===== config.mk =====
export PLATFORM = sky130hd
export DESIGN_NAME = bcd_seq_conv
export DESIGN_NICKNAME = d
export VERILOG_FILES = /design/src/rtl/bcd_pkg.sv /design/src/rtl/bcd_digit_adj.sv /design/src/rtl/bcd_seq_conv.sv
export SDC_FILE = /design/constraint.sdc
export NUM_CORES = 1
export LEC_CHECK = 0
export CAP_MARGIN = 15
export CORE_ASPECT_RATIO = 0.8
export CORE_MARGIN = 5
export CORE_UTILIZATION = 61
export CTS_BUF_LIST = sky130_fd_sc_hd__clkbuf_4 sky130_fd_sc_hd__clkbuf_8
export DETAILED_ROUTE_END_ITERATION = 10
export HOLD_SLACK_MARGIN = 0.03
export PLACE_DENSITY = 0.94
export SYNTH_ARGS = -nofsm -noshare
export SYNTH_HDL_FRONTEND = slang
export SYNTH_SLANG_ARGS = --single-unit

===== constraint.sdc =====
create_clock -name clk -period 3.26 [get_ports clk]
set_input_delay 0.652 -clock clk [delete_from_list [all_inputs] [get_ports clk]]
set_output_delay 0.652 -clock clk [all_outputs]
set_load 0.02 [all_outputs]

===== src/rtl/bcd_pkg.sv =====
// Shared types and helpers for the sequential binary-to-BCD converter.
// Combinational only; no handshake of its own.
package bcd_pkg;

  typedef enum logic [1:0] {
    ST_IDLE,
    ST_SHIFT,
    ST_DONE
  } state_t;

  localparam int unsigned BCD_ADJ_THRESH = 5;

  // Decimal digit count of 2^width - 1 is floor(width*log10(2)) + 1.
  function automatic int bcd_digits_needed(input int width);
    return (width * 30103) / 100000 + 1;
  endfunction

endpackage


===== src/rtl/bcd_digit_adj.sv =====
// Double-dabble digit pre-shift adjust: d >= 5 gets +3, wrapping within 4 bits.
// Purely combinational, zero latency, no backpressure.
module bcd_digit_adj
  import bcd_pkg::*;
(
  input  logic [3:0] d_i,
  output logic [3:0] d_o
);

  assign d_o = (d_i >= 4'(BCD_ADJ_THRESH)) ? d_i + 4'd3 : d_i;

endmodule


===== src/rtl/bcd_seq_conv.sv =====
// Multi-cycle binary-to-BCD converter, one bit per clock; out_valid rises WIDTH+1 edges after accept.
// Stalls in DONE while out_ready=0. Signed input handled under BCD_SEQ_CONV_SIGNED_EN.
module bcd_seq_conv
  import bcd_pkg::*;
#(
  parameter int WIDTH  = 16,
  parameter int DIGITS = 5
) (
  input  logic                  clk,
  input  logic                  rst,
  input  logic                  in_valid,
  output logic                  in_ready,
  input  logic [WIDTH-1:0]      in_num,
  output logic                  out_valid,
  input  logic                  out_ready,
  output logic [4*DIGITS-1:0]   out_bcd,
  output logic                  out_neg,
  output logic                  out_ovf
);

  localparam int BW = 4 * DIGITS;
  localparam int CW = $clog2(WIDTH + 1);
  localparam logic [CW-1:0] CNT_LAST = CW'(WIDTH - 1);

  state_t           state_q, state_d;
  logic [WIDTH-1:0] bin_q, bin_d;
  logic [BW-1:0]    bcd_q, bcd_d, bcd_adj;
  logic [CW-1:0]    cnt_q, cnt_d;
  logic             last_q, last_d;
  logic             ovf_q, ovf_d;
  logic             neg_q, neg_d;
  logic [BW-1:0]    obcd_q, obcd_d;
  logic             oovf_q, oovf_d;
  logic             oneg_q, oneg_d;
  logic [WIDTH-1:0] load_mag;
  logic             load_neg;

`ifdef BCD_SEQ_CONV_SIGNED_EN
  // -2^(WIDTH-1) negates to itself, which read unsigned is the exact magnitude.
  assign load_neg = in_num[WIDTH-1];
  assign load_mag = load_neg ? -in_num : in_num;
`else
  assign load_neg = 1'b0;
  assign load_mag = in_num;
`endif

  for (genvar k = 0; k < DIGITS; k++) begin : g_adj
    bcd_digit_adj u_adj (
      .d_i (bcd_q[4*k +: 4]),
      .d_o (bcd_adj[4*k +: 4])
    );
  end

  always_comb begin
    state_d = state_q;
    bin_d   = bin_q;
    bcd_d   = bcd_q;
    cnt_d   = cnt_q;
    last_d  = last_q;
    ovf_d   = ovf_q;
    neg_d   = neg_q;
    obcd_d  = obcd_q;
    oovf_d  = oovf_q;
    oneg_d  = oneg_q;
    unique case (state_q)
      ST_IDLE: begin
        if (in_valid) begin
          bin_d   = load_mag;
          neg_d   = load_neg;
          bcd_d   = '0;
          cnt_d   = '0;
          last_d  = 1'b0;
          ovf_d   = 1'b0;
          state_d = ST_SHIFT;
        end
      end
      ST_SHIFT: begin
        // last_q marks that all WIDTH shifts are done; this edge only publishes.
        if (last_q) begin
          obcd_d  = bcd_q;
          oovf_d  = ovf_q;
          oneg_d  = neg_q;
          state_d = ST_DONE;
        end else begin
          {bcd_d, bin_d} = {bcd_adj[BW-2:0], bin_q, 1'b0};
          ovf_d          = ovf_q | bcd_adj[BW-1];
          if (cnt_q == CNT_LAST) begin
            last_d = 1'b1;
          end else begin
            cnt_d = cnt_q + CW'(1);
          end
        end
      end
      ST_DONE: begin
        if (out_ready) begin
          state_d = ST_IDLE;
        end
      end
      default: state_d = ST_IDLE;
    endcase
  end

  always_ff @(posedge clk or posedge rst) begin
    if (rst) begin
      state_q <= ST_IDLE;
      bin_q   <= '0;
      bcd_q   <= '0;
      cnt_q   <= '0;
      last_q  <= 1'b0;
      ovf_q   <= 1'b0;
      neg_q   <= 1'b0;
      obcd_q  <= '0;
      oovf_q  <= 1'b0;
      oneg_q  <= 1'b0;
    end else begin
      state_q <= state_d;
      bin_q   <= bin_d;
      bcd_q   <= bcd_d;
      cnt_q   <= cnt_d;
      last_q  <= last_d;
      ovf_q   <= ovf_d;
      neg_q   <= neg_d;
      obcd_q  <= obcd_d;
      oovf_q  <= oovf_d;
      oneg_q  <= oneg_d;
    end
  end

  assign in_ready  = (state_q == ST_IDLE);
  assign out_valid = (state_q == ST_DONE);
  assign out_bcd   = obcd_q;
  assign out_ovf   = oovf_q;
  assign out_neg   = oneg_q;

endmodule


==> flow_summary.html <==
<table>
<tr><th>Metric</th><th>Value</th></tr>
<tr><th colspan="2">Outcome</th></tr>
<tr><td>Result of the run</td><td>finished clean</td></tr>
<tr><th colspan="2">Detailed routing</th></tr>
<tr><td>First-pass DRT Iterations</td><td>4</td></tr>
<tr><td>Average detailed-routed wire length per instance</td><td>approximately 15 µm</td></tr>
<tr><td>Overall via count from detail_route</td><td>about 2200</td></tr>
<tr><td>Number of remaining DRC errors</td><td>0</td></tr>
<tr><td>Final wirelength</td><td>a little over 6000 µm</td></tr>
<tr><td>Initial detailed-routing violation count</td><td>~140</td></tr>
<tr><td>Vias per cell</td><td>5.604</td></tr>
<tr><td>Antenna Nets Post-Route</td><td>0</td></tr>
<tr><th colspan="2">Critical path</th></tr>
<tr><td>Top fanout value on the critical path</td><td>8</td></tr>
<tr><td>Crit path launch</td><td>state_q[0]$_DFFE_PP0P_</td></tr>
<tr><td>Arrival time worst endpoint</td><td>approximately 1.7 ns</td></tr>
<tr><td>CP max stage delay</td><td>between 0.5 and 0.6 ns</td></tr>
<tr><td>Worst flop-to-flop path endpoint</td><td>bcd_q[11]$_DFFE_PP0P_</td></tr>
<tr><td>CP cell instances</td><td>nand2b_1 -&gt; inv_1 -&gt; clkdlybuf4s50_1</td></tr>
<tr><td>CP top delay family</td><td>buffers and inverters</td></tr>
<tr><td>FF-to-FF setup slack</td><td>approximately 1.3 ns</td></tr>
<tr><td>Origin of the critical flop-to-flop path</td><td>state_q[0]$_DFFE_PP0P_</td></tr>
<tr><td>Kind of start point of the critical path</td><td>flip-flop</td></tr>
<tr><td>Depth of the most critical reg-to-reg path</td><td>5</td></tr>
<tr><td>Critical Path RT</td><td>between 2 and 3 ns</td></tr>
<tr><td>Classification of the worst setup path</td><td>reg -&gt; out</td></tr>
<tr><td>Cell with the largest stage delay on the worst path</td><td>sky130_fd_sc_hd__clkdlybuf4s50_1</td></tr>
<tr><td>Worst path buffer plus inverter count</td><td>2</td></tr>
<tr><td>Crit path to</td><td>out_valid</td></tr>
<tr><td>Capturing element type of the critical path</td><td>output port</td></tr>
<tr><td>Path length in cells of the critical path</td><td>3</td></tr>
<tr><th colspan="2">Finish</th></tr>
<tr><td>Total of fill cells in the finished design</td><td>354</td></tr>
<tr><td>Total area of multi-input combinational cells</td><td>~0.0013 mm²</td></tr>
<tr><td>Layout area overhead</td><td>20.07%</td></tr>
<tr><td>Ratio of cells with drive above 1 in the final layout</td><td>around an eighth</td></tr>
<tr><td>Ant. Diodes</td><td>0</td></tr>
<tr><td>Area taken by flip-flops and latches</td><td>between 0.0015 and 0.002 mm²</td></tr>
<tr><td>NumNets Final</td><td>364</td></tr>
<tr><th colspan="2">Floorplan</th></tr>
<tr><td>Number of placed I/O pins</td><td>44</td></tr>
<tr><td>Height of the die</td><td>74.26 µm</td></tr>
<tr><td>Die outline width</td><td>around 90 µm</td></tr>
<tr><td>Die Outline Area</td><td>roughly 0.0067 mm²</td></tr>
<tr><td>Total core area</td><td>0.005007 mm²</td></tr>
<tr><td>Initial core utilization</td><td>62.87%</td></tr>
<tr><td>Number of placement rows</td><td>23</td></tr>
<tr><th colspan="2">Clocking</th></tr>
<tr><td>Number of H-tree levels</td><td>3</td></tr>
<tr><td>TritonCTS clock tree</td><td>yes</td></tr>
<tr><td># Post-CTS Setup Buffers</td><td>0</td></tr>
<tr><td>Worst-case clock buffer depth</td><td>2</td></tr>
<tr><td>Clock sink count</td><td>between 60 and 70</td></tr>
<tr><td>Hold buffer count at cts</td><td>0</td></tr>
<tr><td>Insertion delay of the later-clocked pin in the worst-skew pair</td><td>~0.34 ns</td></tr>
<tr><td>Number of buffers created by CTS</td><td>9</td></tr>
<tr><td>Clock edge transition at the registers on the reported setup and hold paths</td><td>0.07 ns</td></tr>
<tr><td>Post-cts sizing count</td><td>0</td></tr>
<tr><td>Buffer cell driving the clock tree root</td><td>sky130_fd_sc_hd__clkbuf_8</td></tr>
<tr><th colspan="2">STA</th></tr>
<tr><td>Crit share post-route</td><td>a little over two thirds</td></tr>
<tr><td>RSZ-0062 raised after global routing</td><td>false</td></tr>
<tr><td>Transition time of the tightest slew-check pin</td><td>roughly 0.67 ns</td></tr>
<tr><td># setup viols final</td><td>0</td></tr>
<tr><td>Slew Limit Headroom</td><td>a little under three fifths</td></tr>
<tr><td>Final Hold Fails</td><td>0</td></tr>
<tr><td>Clock skew after layout</td><td>roughly 0.0062 ns</td></tr>
<tr><td>Max-slew violation count</td><td>0</td></tr>
<tr><td>Final hold slack</td><td>slightly below 0.5 ns</td></tr>
<tr><td>Final min period</td><td>2.302 ns</td></tr>
<tr><td>Setup TNS Final</td><td>0 ns</td></tr>
<tr><td>Achievable frequency</td><td>~430 MHz</td></tr>
<tr><th colspan="2">Placement</th></tr>
<tr><td>Port-buffer cells</td><td>42</td></tr>
<tr><td>Detailed placer's ending HPWL</td><td>between 4000 and 5000 µm</td></tr>
<tr><td>RePlAce Congestion</td><td>0.8041</td></tr>
<tr><th colspan="2">Power</th></tr>
<tr><td>Standby leakage power</td><td>approximately 0.0018 µW</td></tr>
<tr><td>Worst vdd ir</td><td>about 0.00069 V</td></tr>
<tr><td>Cell area power density</td><td>around 1200 mW/mm²</td></tr>
<tr><th colspan="2">Synth</th></tr>
<tr><td>Number of register bits inferred by synthesis</td><td>66</td></tr>
<tr><td>Share of the synthesized area in the top cell type</td><td>between 50% and 60%</td></tr>
<tr><td>Top_reg_cell synth</td><td>sky130_fd_sc_hd__dfrtp_1</td></tr>
<tr><td>Cell area after synthesis</td><td>between 0.003 and 0.004 mm²</td></tr>
<tr><td>Number of cells produced by synthesis</td><td>~290</td></tr>
<tr><td>Number of distinct library cell variants in the gate-level netlist after synthesis</td><td>40</td></tr>
<tr><td>Most numerous cell types in the synthesized netlist</td><td>sky130_fd_sc_hd__dfrtp_1, sky130_fd_sc_hd__nand2_1, sky130_fd_sc_hd__o21ai_0, sky130_fd_sc_hd__nor2_1, sky130_fd_sc_hd__a31oi_1</td></tr>
<tr><td>Share of synthesized area occupied by flip-flops and latches</td><td>52.46%</td></tr>
<tr><td>Number of flops mapped to enable cells by yosys</td><td>0</td></tr>
<tr><td>Most common cell in the synthesized netlist</td><td>sky130_fd_sc_hd__dfrtp_1</td></tr>
<tr><td>Largest area contributor in the netlist</td><td>sky130_fd_sc_hd__dfrtp_1</td></tr>
<tr><td>Mapped Nets</td><td>323</td></tr>
<tr><td>FFs w/ async S/R, synth</td><td>between 90% and 100%</td></tr>
<tr><td>Largest cells by area after synthesis</td><td>sky130_fd_sc_hd__dfrtp_1, sky130_fd_sc_hd__nand2_1, sky130_fd_sc_hd__ha_1</td></tr>
<tr><td>Mean instance size in the synthesized netlist</td><td>10.82 µm²</td></tr>
<tr><td>Yosys synthesis warning count</td><td>0</td></tr>
<tr><th colspan="2">Global routing</th></tr>
<tr><td>Antenna violations before repair</td><td>0</td></tr>
<tr><td>Wire length of the first global-routing pass</td><td>roughly 10000 µm</td></tr>
<tr><td>Global-route total usage across every layer</td><td>about 20%</td></tr>
<tr><td>Number of global-route vias before repair</td><td>2219</td></tr>
<tr><td>Remaining Overflow, GRT</td><td>0</td></tr>
<tr><td>Largest net degree at the start of global routing</td><td>47</td></tr>
<tr><th colspan="2">Job</th></tr>
<tr><td>Count of maximum capacitance violations</td><td>0</td></tr>
<tr><th colspan="2">Worst hold path</th></tr>
<tr><td>Worst Hold Class</td><td>reg -&gt; reg</td></tr>
</table>
## worst min path at each step
stage / from / endpoint / slack, ns / depth (start not counted)
floorplan: cnt_q[3]$_DFFE_PP0P_ / cnt_q[3]$_DFFE_PP0P_ / 0.44 / 1
global placement: cnt_q[3]$_DFFE_PP0P_ / cnt_q[3]$_DFFE_PP0P_ / 0.46 / 1
detailed placement: out_bcd[9]$_DFFE_PP0P_ / out_bcd[9]$_DFFE_PP0P_ / 0.47 / 2
CTS: out_bcd[12]$_DFFE_PP0P_ / out_bcd[12]$_DFFE_PP0P_ / 0.49 / 2
global route: out_bcd[13]$_DFFE_PP0P_ / out_bcd[13]$_DFFE_PP0P_ / 0.50 / 2
finish: out_bcd[12]$_DFFE_PP0P_ / out_bcd[12]$_DFFE_PP0P_ / 0.48 / 2
## where the power goes
| part | total (µW) | switching, µW | leakage, µW | internal, µW |
|---|---|---|---|---|
| Sequential | 1480 | 281 | 0.000828 | 1200 |
| Combinational | 2110 | 1180 | 0.000820 | 927 |
| Clock | 764 | 307 | 0.000113 | 457 |
## per-stage QoR
stage          setup slack, ns  area [µm²]  utilization [%]  power (µW)  instances
3_3_place_gp            0.9810        3557            71.04        3463        383
6_report                0.9575        3780            75.49        4353        399
4_1_cts                 0.9485        3780            75.49        4370        399
3_5_place_dp            0.9186        3557            71.04        3587        383
5_1_grt                 0.8531        3780            75.49        4687        399
2_1_floorplan           0.9532        3148                -        3108        291
## logic make-up after synthesis
family	Yosys count	synth area share, %
flip-flops	66	52.46
AO/OA/AOI/OAI	70	14.51
other	1	0.1191
AND/OR/NAND/NOR	89	13.87
XOR/XNOR	6	1.669
multiplexers	18	7.234
adder cells (fa/ha/maj)	12	4.769
buffers and inverters	29	5.366
## placed cells by master (no fill, tap or decap), types with 2 or more instances in the layout
cell type                          n
sky130_fd_sc_hd__a32o_1            5
sky130_fd_sc_hd__mux2_4            9
sky130_fd_sc_hd__nand3_1           3
sky130_fd_sc_hd__o22ai_1           9
sky130_fd_sc_hd__mux2i_1           7
sky130_fd_sc_hd__clkbuf_8         10
sky130_fd_sc_hd__bufinv_16         2
sky130_fd_sc_hd__buf_4             3
sky130_fd_sc_hd__a21oi_1          10
sky130_fd_sc_hd__nor2_1           17
sky130_fd_sc_hd__a31oi_1          15
sky130_fd_sc_hd__dfrtp_1          66
sky130_fd_sc_hd__mux2_2            2
sky130_fd_sc_hd__xnor2_1           5
sky130_fd_sc_hd__nor3b_1           4
sky130_fd_sc_hd__clkdlybuf4s50_1  42
sky130_fd_sc_hd__a22o_1            6
sky130_fd_sc_hd__o31ai_1           4
sky130_fd_sc_hd__inv_1            12
sky130_fd_sc_hd__nand2_1          46
sky130_fd_sc_hd__clkinv_2          2
sky130_fd_sc_hd__o21ai_0          19
sky130_fd_sc_hd__nand2b_1          7
sky130_fd_sc_hd__ha_1             12
## flip-flops by register name (all words and copies together), names as in the netlist
register  count
ovf_q         1
state_q       2
cnt_q         5
last_q        1
out_bcd      20
out_ovf       1
bcd_q        20
bin_q        16
## worst register-to-register path, stage by stage, from the launching register on
cell	delay, ns
sky130_fd_sc_hd__dfrtp_1	0.48
sky130_fd_sc_hd__nor3b_4	0.59
sky130_fd_sc_hd__nor2_4	0.15
sky130_fd_sc_hd__inv_6	0.30
sky130_fd_sc_hd__o31ai_1	0.15
sky130_fd_sc_hd__a32o_1	0.23
## layer usage
metal	global-route usage [%]	routed length (µm)	up-vias
met3	5.865	386	6
met5	0	0	-
met1	25.71	2760	1067
met2	32.87	2893	71
li1	-	-	1092
met4	6.942	57	0
## final cells by class
cell class	count	share of cell area (%)
Sequential cell	66	43.69
Multi-Input combinational cell	196	35.12
Timing Repair Buffer	45	11.72
Clock buffer	11	3.840
Clock inverter	5	2.052
Tap cell	62	2.052
Inverter	14	1.523
Note: power is estimated with default switching activity, not from simulation.
